**config.mk**
```make
export PLATFORM = sky130hd
export DESIGN_NAME = mem_request_unit_flat
export DESIGN_NICKNAME = d
export VERILOG_FILES = /design/src/rtl/mem_if.sv /design/src/rtl/mem_request_unit.sv /design/src/flat_wrapper.sv
export SDC_FILE = /design/constraint.sdc
export NUM_CORES = 1
export LEC_CHECK = 0
export ABC_AREA = 1
export CORE_MARGIN = 3
export CORE_UTILIZATION = 44
export DETAILED_ROUTE_END_ITERATION = 16
export HOLD_SLACK_MARGIN = 0.08
export PLACE_DENSITY = 0.86
export SLEW_MARGIN = 20
export SYNTH_ARGS = -nofsm -noshare
export SYNTH_HDL_FRONTEND = slang
export SYNTH_SLANG_ARGS = --single-unit
```
**constraint.sdc**
```tcl
create_clock -name clk -period 3.5 [get_ports clk]
set_clock_uncertainty 0.2 [all_clocks]
set_input_delay 1.05 -clock clk [delete_from_list [all_inputs] [get_ports clk]]
set_output_delay 1.05 -clock clk [all_outputs]
set_load 0.005 [all_outputs]
```
**src/rtl/mem_if.sv**
```systemverilog
// mem_if: word-addressed data-memory request/acknowledge bus.
//   mem_req   - initiator requests an access (held until mem_ack)
//   mem_we    - 1 = write, 0 = read; valid while mem_req
//   mem_addr  - word address; valid while mem_req
//   mem_wdata - write data; valid while mem_req && mem_we
//   mem_ack   - memory completes the request (sampled on clk)
//   mem_rdata - read data, valid when mem_ack && !mem_we
// master = processor side, slave = memory side.
interface mem_if #(
   parameter int AW = 10
);
   logic          mem_req;
   logic          mem_we;
   logic [AW-1:0] mem_addr;
   logic [31:0]   mem_wdata;
   logic          mem_ack;
   logic [31:0]   mem_rdata;

   modport master (output mem_req, mem_we, mem_addr, mem_wdata,
                   input  mem_ack, mem_rdata);
   modport slave  (input  mem_req, mem_we, mem_addr, mem_wdata,
                   output mem_ack, mem_rdata);
endinterface

```
**src/rtl/mem_request_unit.sv**
```systemverilog
// mem_request_unit: processor-side initiator for data-memory accesses.
// Holds the pipeline while a load/store is outstanding on the mem_if bus,
// returns the loaded word, and flags misaligned, load+store conflicting
// and timed-out accesses.
//   clk, rst         - clock, synchronous active-high reset
//   isLd, isSt       - current instruction is a load / store
//   aluResult, op2   - byte address / store data
//   stall            - hold pipeline this cycle
//   ldResult         - registered load data (0 for stores and faults)
//   ldValid, err     - one-cycle completion pulse, with fault flag
//   mem              - memory request bus (master side)
module mem_request_unit #(
   parameter int TIMEOUT = 15,
   parameter int AW      = 10
) (
   input  logic        clk,
   input  logic        rst,
   input  logic        isLd,
   input  logic        isSt,
   input  logic [31:0] aluResult,
   input  logic [31:0] op2,
   output logic        stall,
   output logic [31:0] ldResult,
   output logic        ldValid,
   output logic        err,
   mem_if.master       mem
);
   typedef enum logic [1:0] {IDLE, REQ, DONE} state_t;

   // Counter value during the last REQ cycle allowed before abort; with the
   // counter cleared on REQ entry, mem_req is high for exactly TIMEOUT cycles.
   localparam logic [7:0] TO_LAST = 8'(TIMEOUT - 1);

   state_t        state_q, state_d;
   logic [7:0]    cnt_q;
   logic          we_q;
   logic [AW-1:0] addr_q;
   logic [31:0]   wdata_q;
   logic          flag_q;     // fault to report with the coming ldValid

   logic access, aligned, expired;
   logic unused_hi;

   assign access    = isLd | isSt;
   assign aligned   = (aluResult[1:0] == 2'b00);
   assign expired   = (cnt_q == TO_LAST);
   assign unused_hi = ^aluResult[31:AW+2];

   always_ff @(posedge clk) begin
      if (rst) state_q <= IDLE;
      else     state_q <= state_d;
   end

   always_comb begin
      state_d     = state_q;
      stall       = 1'b0;
      ldValid     = 1'b0;
      err         = 1'b0;
      mem.mem_req = 1'b0;
      case (state_q)
         IDLE: begin
            // Combinational so the requesting instruction stalls in its first cycle.
            if (access) begin
               stall   = 1'b1;
               state_d = aligned ? REQ : DONE;
            end
         end
         REQ: begin
            stall       = 1'b1;
            mem.mem_req = 1'b1;
            if (mem.mem_ack || expired) state_d = DONE;
         end
         DONE: begin
            ldValid = 1'b1;
            err     = flag_q;
            state_d = IDLE;
         end
         default: state_d = IDLE;
      endcase
   end

   always_ff @(posedge clk) begin
      if (rst) begin
         cnt_q    <= '0;
         we_q     <= 1'b0;
         addr_q   <= '0;
         wdata_q  <= '0;
         flag_q   <= 1'b0;
         ldResult <= '0;
      end else begin
         case (state_q)
            IDLE: if (access) begin
               cnt_q <= '0;
               if (aligned) begin
                  // Store wins when both are set; the conflict is still reported.
                  we_q    <= isSt;
                  addr_q  <= aluResult[AW+1:2];
                  wdata_q <= op2;
                  flag_q  <= isLd & isSt;
               end else begin
                  flag_q   <= 1'b1;
                  ldResult <= '0;
               end
            end
            REQ: begin
               cnt_q <= cnt_q + 8'd1;
               if (mem.mem_ack) begin
                  ldResult <= we_q ? 32'd0 : mem.mem_rdata;
               end else if (expired) begin
                  ldResult <= '0;
                  flag_q   <= 1'b1;
               end
            end
            default: ;
         endcase
      end
   end

   assign mem.mem_we    = we_q;
   assign mem.mem_addr  = addr_q;
   assign mem.mem_wdata = wdata_q;
endmodule

```
**src/flat_wrapper.sv**
```systemverilog
// flat-port wrapper written by rule: the top's interface ports become plain ports
module mem_request_unit_flat 
#(
   parameter int TIMEOUT = 15,
   parameter int AW      = 10
)
  (clk, rst, isLd, isSt, aluResult, op2, stall, ldResult, ldValid, err, mem_mem_req, mem_mem_we, mem_mem_addr, mem_mem_wdata, mem_mem_ack, mem_mem_rdata);
  mem_if #(.AW(AW)) mem_i ();
  input  logic clk;
  input  logic rst;
  input  logic isLd;
  input  logic isSt;
  input  logic [31:0] aluResult;
  input  logic [31:0] op2;
  output logic stall;
  output logic [31:0] ldResult;
  output logic ldValid;
  output logic err;
  output wire logic [$bits(mem_i.mem_req)-1:0] mem_mem_req;
  output wire logic [$bits(mem_i.mem_we)-1:0] mem_mem_we;
  output wire logic [$bits(mem_i.mem_addr)-1:0] mem_mem_addr;
  output wire logic [$bits(mem_i.mem_wdata)-1:0] mem_mem_wdata;
  input wire logic [$bits(mem_i.mem_ack)-1:0] mem_mem_ack;
  input wire logic [$bits(mem_i.mem_rdata)-1:0] mem_mem_rdata;
  assign mem_mem_req = mem_i.mem_req;
  assign mem_mem_we = mem_i.mem_we;
  assign mem_mem_addr = mem_i.mem_addr;
  assign mem_mem_wdata = mem_i.mem_wdata;
  assign mem_i.mem_ack = mem_mem_ack;
  assign mem_i.mem_rdata = mem_mem_rdata;
  mem_request_unit #(.TIMEOUT(TIMEOUT), .AW(AW)) u_core (.clk(clk), .rst(rst), .isLd(isLd), .isSt(isSt), .aluResult(aluResult), .op2(op2), .stall(stall), .ldResult(ldResult), .ldValid(ldValid), .err(err), .mem(mem_i));
endmodule
```
# Yosys cells after proc, flatten, opt, wreduce, memory -nomap -nowiden
# Cells that the tools add are included.
dict set report totals {
  in_bits 101
  reg_bits 86
  elab_cells 50
}
dict set report classes {
  n_bitwise 2
  n_mux 22
  add_sub_neg 1
  eq_ne 9
  reduce_logical 9
}
# op n
set ops {}
lappend ops {{2-to-1 mux 32 bit} 5}
lappend ops {{case mux 32 bit (2 select lines)} 1}
lappend ops {{case mux 8 bit (2 select lines)} 1}
lappend ops {{adder 8 x 1 -> 8 bit, second input constant} 1}
lappend ops {{== test 8 x 4 -> 1 bit, second input constant} 1}
lappend ops {{2-to-1 mux 1 bit} 8}
lappend ops {{2-to-1 mux 8 bit} 1}
lappend ops {{AND reduction 4 bit} 2}
lappend ops {{2-to-1 mux 2 bit} 3}
lappend ops {{!= test 2 x 1 -> 1 bit, second input constant} 3}
lappend ops {{logical NOT 2 bit} 2}
lappend ops {{!= test 2 bit, second input constant} 2}
lappend ops {{case mux 1 bit (2 select lines)} 2}
lappend ops {{case mux 2 bit (2 select lines)} 1}
lappend ops {{AND reduction 2 bit} 2}
lappend ops {{!= test 3 x 2 -> 1 bit, second input constant} 1}
lappend ops {{AND reduction 3 bit} 1}
lappend ops {{== test 2 x 1 -> 1 bit, second input constant} 1}
lappend ops {{== test 2 bit, second input constant} 1}
lappend ops {{nonzero test 2 bit} 1}
lappend ops {{bitwise AND 1 bit} 1}
lappend ops {{logical OR 1 bit} 1}
lappend ops {{bitwise OR 1 bit} 1}

# Depth between registers and ports, before layout
# Gate-level depths: netlist of the first run.
dict set report depth {
  word_depth 4
  ltp_mapped 9
  mapped_depth_nobuf 8
}

# Worst setup path after synthesis of the first run
# Ideal clock, no wire load.
dict set report synth_timing {
  path_kind {input to output}
  startpoint {input isSt}
  endpoint {output stall}
  stages 4
  required_ps 2250
  slack_ps 847
  n_path_buf 0
  arrival_time_ps 1403
  cell_sequence {nor2_2 nand2_1 nand2_2 inv_1}
}
dict set report synth_between {
  elab_chain_cells 3
}
# element line_no
set synth_lines {}
lappend synth_lines {{start: declaration} flat_wrapper.sv:12} ;# input logic isSt;
lappend synth_lines {{bitwise OR 1 bit} mem_request_unit.sv:44} ;# assign access = isLd | isSt;
lappend synth_lines {{2-to-1 mux 1 bit} mem_request_unit.sv:63} ;# if (access) begin
lappend synth_lines {{case mux 1 bit (2 select lines)} mem_request_unit.sv:60} ;# case (state_q)
lappend synth_lines {{end: declaration} flat_wrapper.sv:15} ;# output logic stall;
# Every way passes these cells.

# Final worst setup path of the first run
dict set report layout_timing {
  startpoint {input isLd}
  endpoint {output stall}
}
dict set report layout_between {
  elab_chain_cells 3
}
# element line_no
set layout_lines {}
lappend layout_lines {{start: declaration} flat_wrapper.sv:11} ;# input logic isLd;
lappend layout_lines {{bitwise OR 1 bit} mem_request_unit.sv:44}
lappend layout_lines {{2-to-1 mux 1 bit} mem_request_unit.sv:63}
lappend layout_lines {{case mux 1 bit (2 select lines)} mem_request_unit.sv:60}
# Every way passes these cells.

==> flow_metrics.env, run 1 <==
export IMPL_num_fill_cells=647
export IMPL_synth_top_family_by_area="simple AND/OR/NAND/NOR gates"
export IMPL_cts_tree="done"
export IMPL_drcViolationCount=0
export IMPL_setup_viol=0
export IMPL_cp_slowest_stage_delay_ps=430
export IMPL_antenna_cells=0
export IMPL_viasPerCell=5.07
export IMPL_arrival_ps=2020
export IMPL_internal_power_uw=1730
export IMPL_drv_cap=0
export IMPL_cts_buffer_depth=2
export IMPL_p_per_area_mw_per_mm2=424
export IMPL_wire_per_inst_um=13.8
export IMPL_gp_congestion=0.842
export IMPL_switchingPower_uw=602
export IMPL_setup_slack_ps=232
export IMPL_slew_violations=0
export IMPL_row_count=32
export IMPL_clk_pin_slew_ps=80
export IMPL_core_area_sq_mm=0.00793
export IMPL_multiInputGateArea_sq_mm=0.00168
export IMPL_end_kind="primary output"
export IMPL_synth_xor_area_share_pct=0
export IMPL_area_growth_pct=48.1
export IMPL_async_reset_ff_share_pct=0
export IMPL_layout_drive_gt1_share_pct=8.22
export IMPL_dieArea_sq_mm=0.00955
export IMPL_power_leakage_uw=0.00213
export IMPL_pre_cts_slack_ps=-21.3
export IMPL_whs_path_depth=1
export IMPL_portBuffers=159
export IMPL_crit_path_top_delay_cell="clkdlybuf4s50_1"
export IMPL_die_x_um=97.7
export IMPL_clockRootBuffer="clkbuf_8"
export IMPL_htree_levels=3
export IMPL_rsz0062_at_grt="false"
export IMPL_postCtsHoldBufs=0
export IMPL_status="finished clean"
export IMPL_yosys_warnings=0
export IMPL_cp_max_fo=2
export IMPL_seqCellArea_sq_mm=0.00172
export IMPL_yosys_mux_area_fraction_pct=0
export IMPL_yosys_area_share_simple_pct=31.3
export IMPL_final_common_cell="clkdlybuf4s50_1"
export IMPL_finalCritPeriodShare_pct=93.4
export IMPL_ios=180
export IMPL_layout_cells_most_common_list="156 x clkdlybuf4s50_1, 138 x nand2_1, 86 x dfxtp_1, 82 x a21oi_1, 60 x nand3_1"
export IMPL_grt_max_degree=63
export IMPL_synth_avg_cell_area_sq_um=7.44
export IMPL_synth_compound_area_share_pct=13.1
export IMPL_num_vias=3791
export IMPL_synth_ff_type="dfxtp_1"
export IMPL_ant_nets=0
export IMPL_synth_edf_count=0
export IMPL_fin_area_sq_mm=0.00549
export IMPL_dpl_hpwl_um=7260
export IMPL_ys_seq_area_share_pct=46.5
export IMPL_crit_type="primary input to primary output"
export IMPL_start_util_pct=46.7
export IMPL_synth_cell_types=25
export IMPL_vdd_drop_max_v=0.000304
export IMPL_sequentialPowerShare_pct=46.6
export IMPL_synth_seq_cells=86
export IMPL_worst_skew_pair_late_latency_ps=330
export IMPL_fin_crit_ps=3270
export IMPL_fmax_ghz=0.306
export IMPL_drt_iter0_markers=144
export IMPL_syn_nets=601
export IMPL_crit_required_ps=2250
export IMPL_p_comb_share_pct=22.6
export IMPL_syn_area_sq_mm=0.00370
export IMPL_synthAdderAreaFrac_pct=0.676
export IMPL_p_sw_share_pct=25.8
export IMPL_cp_cell_sequence="clkdlybuf4s50_1, nor2_2, nand2_1, nand2_2, inv_1, dlygate4sd2_1"
export IMPL_fin_util_pct=69.2
export IMPL_grt_pass1_vias=3710
export IMPL_hold_viol_final=0
export IMPL_grt_overflow_total=0
export IMPL_grt_total_usage_pct=21.3
export IMPL_worst_slew_pin_slew_ps=984
export IMPL_cp_start_kind="primary input"
export IMPL_antenna_found_initial=0
export IMPL_cts_buffers=9
export IMPL_hold_path_class="flop to flop"
export IMPL_relSlewSlack_pct=34.3
export IMPL_p_total_uw=2330
export IMPL_pwr_share_clk_pct=30.8
export IMPL_die_h_um=97.7
export IMPL_layout_nets=744
export IMPL_synth_cells=498
export IMPL_wl_um=10300
export IMPL_placed_area_sq_mm=0.00528
export IMPL_grt_pass1_wl_um=17100
export IMPL_firstDrtPassIters=4
export IMPL_reg2reg_depth=8
export IMPL_fin_tns_setup_ps=0
export IMPL_cts_sinks=86
[cell usage after synthesis (2+ instances only)]
master	number	area [sq um]
buf_4	3	22.5
buf_2	16	80.1
dfxtp_1	86	1720
nand2_2	3	18.8
a21oi_2	3	26.3
buf_6	9	101
nand3_2	10	100
nand3_1	60	300
nor2_1	42	158
o21ai_0	5	25.0
inv_2	3	11.3
a21oi_1	82	410
clkbuf_1	8	30.0
nor3_1	3	15.0
nand2_1	138	518
inv_1	13	48.8
ha_1	2	25.0
nor2_2	5	31.3
[repair_timing]
item | in CTS | in global routing
setup buffers | 0 | 0
resized for setup | 2 | 0
endpoints found under the setup margin | 1 | 0
[power groups by stage]
stage	combinational (uW)	sequential (uW)	clock [uW]
finish	525	1090	717
global route	580	1090	775
CTS	531	1090	734
detailed placement	531	1110	0
global placement	518	1100	0
floorplan	260	1110	0
[area by class of cell]
| class | count | area share, % |
|---|---|---|
| clock inverters | 3 | 0.775 |
| multi-input cells | 358 | 30.6 |
| well taps | 102 | 2.33 |
| repair buffers | 169 | 30.7 |
| flip-flops and latches | 86 | 31.4 |
| inverters | 17 | 1.16 |
| clock buffers | 12 | 3.01 |
[logic make-up after synthesis]
| group | Yosys count |
|---|---|
| flip-flops | 86 |
| adder cells (fa/ha/maj) | 2 |
| buffers and inverters | 54 |
| AND/OR/NAND/NOR | 263 |
| AO/OA/AOI/OAI | 93 |
[layer usage]
layer  wire [um]  track usage, %  share of wire, %  vias to the layer above
li1            -               -                 -                     1906
met1        4060            25.4                40                     1731
met2        4950            35.6                48                      146
met3        1170            9.07                11                        8
met4          90            5.75              0.88                        0
met5           0               0                 0                        -
[worst paths after layout]
| path | from | end | slack, ps |
|---|---|---|---|
| max reg2reg | u_core.cnt_q[0] | u_core.ldResult[5] | 1610 |
| min | u_core.cnt_q[7] | u_core.cnt_q[7] | 260 |
| min reg2reg | u_core.cnt_q[7] | u_core.cnt_q[7] | 260 |
| max | isLd | stall | 230 |
[state kept, by name, summed over array words and instances (netlist names)]
| register | count |
|---|---|
| u_core.ldResult | 32 |
| u_core.mem.mem_wdata | 32 |
| u_core.mem.mem_addr | 10 |
| u_core.cnt_q | 8 |
| u_core.state_q | 2 |
| u_core.flag_q | 1 |
| u_core.mem.mem_we | 1 |
[worst max-delay path: cells and delay by family]
kind | cells | cell delay [ps]
buf+inv | 3 | 720
simple gates | 3 | 250
[per-stage QoR]
step | cells | hold slack, ps
5_1_grt | 747 | 289
6_report | 747 | 262
2_1_floorplan | 498 | 226
3_5_place_dp | 732 | 252
3_3_place_gp | 732 | 237
4_1_cts | 747 | 264
Note: power is estimated with default switching activity, not from simulation.
==> run 2: changes to the inputs <==
Settings changed: CORE_UTILIZATION 44 to 41, PLACE_DENSITY 0.86 to 0.81.
Clock period 3.5 ns to 3.7 ns, I/O delays scaled along.
==> run 2 against run 1 <==
Critical path depth unchanged. Via count decreased by 1.2%. Register-to-register slack got worse by 170 ps. Final cell count increased by 0.67%.
==> flow_metrics.env, run 2 (synthesis gave the netlist of run 1 again) <==
export IMPL_status="finished clean"
export IMPL_viasPerCell=4.98
export IMPL_rsz0062_at_grt="false"
export IMPL_die_h_um=101
export IMPL_hold_viol_final=0
export IMPL_worst_slew_pin_slew_ps=961
export IMPL_gp_congestion=0.807
export IMPL_reg2reg_depth=9
export IMPL_portBuffers=159
export IMPL_setup_viol=0
export IMPL_power_leakage_uw=0.00210
export IMPL_crit_type="primary input to primary output"
export IMPL_antenna_found_initial=0
export IMPL_reg2reg_slack_ps=1440
export IMPL_min_from="u_core.mem.mem_addr[2]"
export IMPL_drt_iter0_markers=142
export IMPL_grt_overflow_total=0
export IMPL_cts_buffer_depth=2
export IMPL_worst_skew_pair_late_latency_ps=340
export IMPL_pwr_share_clk_pct=30.1
export IMPL_grt_total_usage_pct=20.0
export IMPL_seqCellArea_sq_mm=0.00172
export IMPL_whs_ps=267
export IMPL_sequentialPowerShare_pct=47.2
export IMPL_clockRootBuffer="clkbuf_8"
export IMPL_multiInputGateArea_sq_mm=0.00168
export IMPL_drcViolationCount=0
export IMPL_cts_tree="done"
export IMPL_fin_crit_ps=3610
export IMPL_cts_buffers=9
export IMPL_cp_max_fo=2
export IMPL_layout_drive_gt1_share_pct=7.78
export IMPL_internal_power_uw=1590
export IMPL_fmax_ghz=0.277
export IMPL_relSlewSlack_pct=35.9
export IMPL_grt_max_degree=66
export IMPL_final_common_cell="clkdlybuf4s50_1"
export IMPL_p_per_area_mw_per_mm2=397
export IMPL_row_count=34
export IMPL_hold_end="u_core.mem.mem_addr[2]"
export IMPL_num_fill_cells=763
export IMPL_area_growth_pct=47.8
export IMPL_reg2reg_from="u_core.cnt_q[0]"
export IMPL_ant_nets=0
export IMPL_end_kind="primary output"
export IMPL_switchingPower_uw=590
export IMPL_wl_um=10100
export IMPL_postCtsHoldBufs=0
export IMPL_num_vias=3744
export IMPL_grt_pass1_wl_um=16700
export IMPL_drv_cap=0
export IMPL_arrival_ps=2300
export IMPL_fin_tns_setup_ps=0
export IMPL_layout_nets=741
export IMPL_r2r_end="u_core.ldResult[23]"
export IMPL_slew_violations=0
export IMPL_crit_required_ps=2390
export IMPL_grt_pass1_vias=3594
export IMPL_hold_path_class="flop to flop"
export IMPL_wire_per_inst_um=13.5
export IMPL_start_util_pct=42.3
export IMPL_core_area_sq_mm=0.00876
export IMPL_dpl_hpwl_um=7160
export IMPL_cts_resized=0
export IMPL_cts_sinks=86
export IMPL_firstDrtPassIters=4
export IMPL_dieArea_sq_mm=0.0102
export IMPL_die_x_um=101
export IMPL_post_cts_repair_setup_buffers=0
export IMPL_finalCritPeriodShare_pct=97.6
export IMPL_layout_cells_most_common_list="158 x clkdlybuf4s50_1, 138 x nand2_1, 86 x dfxtp_1, 82 x a21oi_1, 60 x nand3_1"
export IMPL_p_total_uw=2180
export IMPL_vdd_drop_max_v=0.000259
export IMPL_ios=180
export IMPL_clk_pin_slew_ps=90
export IMPL_whs_path_depth=2
export IMPL_cp_start_kind="primary input"
export IMPL_p_sw_share_pct=27.1
export IMPL_p_comb_share_pct=22.7
export IMPL_htree_levels=3
## run 2: cell types whose count changed in the layout (fill, tap and decap cells not counted), sizes merged
| cell | change |
|---|---|
| inv | +2 |
| dlygate4sd2 | -2 |
| clkbuf | -2 |
| clkinvlp | +2 |
| buf | -3 |
| clkinv | -1 |
| diode | +1 |
| clkdlybuf4s50 | +2 |
## run 2: worst max path at each step
stage	start	end	slack, ps	depth (start not counted)
6_report	isSt	stall	90	6
3_5_place_dp	isLd	stall	80	6
2_1_floorplan	isSt	stall	930	4
5_1_grt	isLd	stall	20	6
4_1_cts	isLd	stall	80	6
3_3_place_gp	isSt	stall	80	6
## run 2: power by group through the flow
stage          combinational (uW)  clock (uW)  sequential, uW
5_1_grt                       550         719            1040
2_1_floorplan                 246           0            1050
6_report                      493         655            1030
3_5_place_dp                  494           0            1050
3_3_place_gp                  484           0            1050
4_1_cts                       496         678            1030
## run 2: final cells by class
type,instances,share of cell area [%]
tap,108,2.47
clock buffer,10,2.33
multi-input combinational,358,30.7
timing repair buffer,166,30.5
clock inverter,6,1.28
sequential,86,31.5
inverter,17,1.17
antenna,1,0.0457
## run 2: metal layers
layer	GRT usage, %	share of wire [%]
met5	0	0
met4	5.21	1.3
met3	9.27	12
met2	31.6	46
met1	24.6	40
## run 2: through the flow
step | std cells | setup slack, ps | area [sq um] | utilization (%)
2_1_floorplan | 498 | 927 | 3700 | -
3_3_place_gp | 734 | 80.8 | 5250 | 59.9
3_5_place_dp | 734 | 78.1 | 5250 | 59.9
4_1_cts | 750 | 78.1 | 5440 | 62.1
5_1_grt | 751 | 17.4 | 5470 | 62.4
6_report | 752 | 88.1 | 5470 | 62.5
## run 2: critical path, stage by stage
cell,delay [ps]
clkdlybuf4s50_1,490
nor2_2,60
nand2_1,70
nand2_2,50
inv_1,50
clkdlybuf4s50_1,480
==> run 3: changes to the inputs <==
Settings changed: CORE_MARGIN 3 to 2.
==> run 3 against run 2 <==
Final area is 0.34% higher. Non-clock buffer count shrank 1. Total power increased by 3.1%. Critical path type unchanged. Maximum frequency decreased by 0.76%. Largest power group unchanged. Largest cell class unchanged.
==> flow_metrics.env, run 3 (synthesis gave the netlist of run 1 again) <==
export IMPL_fin_crit_ps=3640
export IMPL_arrival_ps=2330
export IMPL_gp_congestion=0.822
export IMPL_slew_violations=0
export IMPL_core_area_sq_mm=0.00872
export IMPL_firstDrtPassIters=4
export IMPL_dpl_hpwl_um=6790
export IMPL_dieArea_sq_mm=0.00981
export IMPL_row_count=34
export IMPL_die_x_um=99.0
export IMPL_ios=180
export IMPL_fin_tns_setup_ps=0
export IMPL_final_common_cell="clkdlybuf4s50_1"
export IMPL_multiInputGateArea_sq_mm=0.00168
export IMPL_viasPerCell=4.96
export IMPL_whs_ps=267
export IMPL_reg2reg_depth=9
export IMPL_start_util_pct=42.5
export IMPL_cts_buffer_depth=2
export IMPL_crit_type="primary input to primary output"
export IMPL_end_kind="primary output"
export IMPL_layout_nets=740
export IMPL_post_cts_repair_setup_buffers=0
export IMPL_cts_tree="done"
export IMPL_whs_path_depth=2
export IMPL_grt_total_usage_pct=20.2
export IMPL_num_fill_cells=738
export IMPL_grt_overflow_total=0
export IMPL_antenna_found_initial=0
export IMPL_drt_iter0_markers=181
export IMPL_rsz0062_at_grt="false"
export IMPL_hold_path_class="flop to flop"
export IMPL_grt_pass1_vias=3539
export IMPL_hold_viol_final=0
export IMPL_fin_area_sq_mm=0.00549
export IMPL_num_vias=3718
export IMPL_setup_viol=0
export IMPL_worst_slew_pin_slew_ps=1010
export IMPL_placed_area_sq_mm=0.00524
export IMPL_finalCritPeriodShare_pct=98.4
export IMPL_portBuffers=159
export IMPL_vdd_drop_max_v=0.000251
export IMPL_layout_cells_most_common_list="157 x clkdlybuf4s50_1, 138 x nand2_1, 86 x dfxtp_1, 82 x a21oi_1, 60 x nand3_1"
export IMPL_relSlewSlack_pct=32.5
export IMPL_cts_buffers=9
export IMPL_seqCellArea_sq_mm=0.00172
export IMPL_power_leakage_uw=0.00212
export IMPL_area_growth_pct=48.3
export IMPL_status="finished clean"
export IMPL_ant_nets=0
export IMPL_clk_pin_slew_ps=90
export IMPL_die_h_um=99.0
export IMPL_grt_pass1_wl_um=16400
export IMPL_fmax_ghz=0.275
export IMPL_layout_drive_gt1_share_pct=7.63
export IMPL_clockRootBuffer="clkbuf_8"
export IMPL_grt_max_degree=66
export IMPL_cp_start_kind="primary input"
export IMPL_drv_cap=0
export IMPL_cts_sinks=86
export IMPL_wl_um=9910
export IMPL_p_per_area_mw_per_mm2=408
export IMPL_crit_required_ps=2390
export IMPL_drcViolationCount=0
export IMPL_antenna_cells=0
export IMPL_cp_max_fo=2
export IMPL_htree_levels=3
export IMPL_wire_per_inst_um=13.2
export IMPL_worst_skew_pair_late_latency_ps=340
-- run 3: worst max-delay path, cell delays in order --
cell and delay [ps]:
clkdlybuf4s50_1 500, nor2_2 50, nand2_1 70, nand2_2 60
inv_1 50, clkdlybuf4s50_1 490
-- run 3: routing by layer --
| layer | vias up | part of all wire [%] | GRT usage [%] | wire, um |
|---|---|---|---|---|
| li1 | 1893 | - | - | - |
| met1 | 1677 | 43 | 24.5 | 4220 |
| met2 | 146 | 45 | 32.2 | 4500 |
| met3 | 2 | 12 | 9.29 | 1150 |
| met4 | 0 | 0.42 | 6.32 | 42 |
| met5 | - | 0 | 0 | 0 |
-- run 3: stage by stage --
stage | utilization, % | cells | power, uW | setup slack [ps]
floorplan | - | 498 | 1300 | 927
global placement | 60.1 | 733 | 1530 | 52.0
detailed placement | 60.1 | 733 | 1540 | 31.6
CTS | 62.6 | 749 | 2270 | 30.0
global route | 63.0 | 750 | 2360 | 21.7
finish | 63.0 | 750 | 2240 | 60.5
-- run 3: final timing paths --
path | startpoint | endpoint | slack [ps]
worst max-delay path | isLd | stall | 60
worst min-delay path | u_core.mem.mem_wdata[11] | u_core.mem.mem_wdata[11] | 270
worst max register to register | u_core.cnt_q[0] | u_core.ldResult[21] | 1460
worst min register to register | u_core.mem.mem_wdata[11] | u_core.mem.mem_wdata[11] | 270
-- run 3: report_power, final --
part           leakage, uW  switching, uW  internal (uW)
Combinational      0.00131            216            275
Sequential        0.000702           35.4            992
Clock             0.000113            324            401
Total              0.00212            575           1670
-- run 3: what timing repair did --
item | 4_1_cts | 5_1_grt
resized for setup | 0 | 1
hold buffers | 0 | 0
endpoints found under the setup margin | 0 | 1
-- run 3: layout make-up --
class | instances | share of cell area [%]
Timing Repair Buffer | 165 | 30.3
Sequential cell | 86 | 31.3
Clock buffer | 11 | 2.57
Inverter | 17 | 1.16
Tap cell | 108 | 2.46
Multi-Input combinational cell | 358 | 30.6
Clock inverter | 5 | 1.50
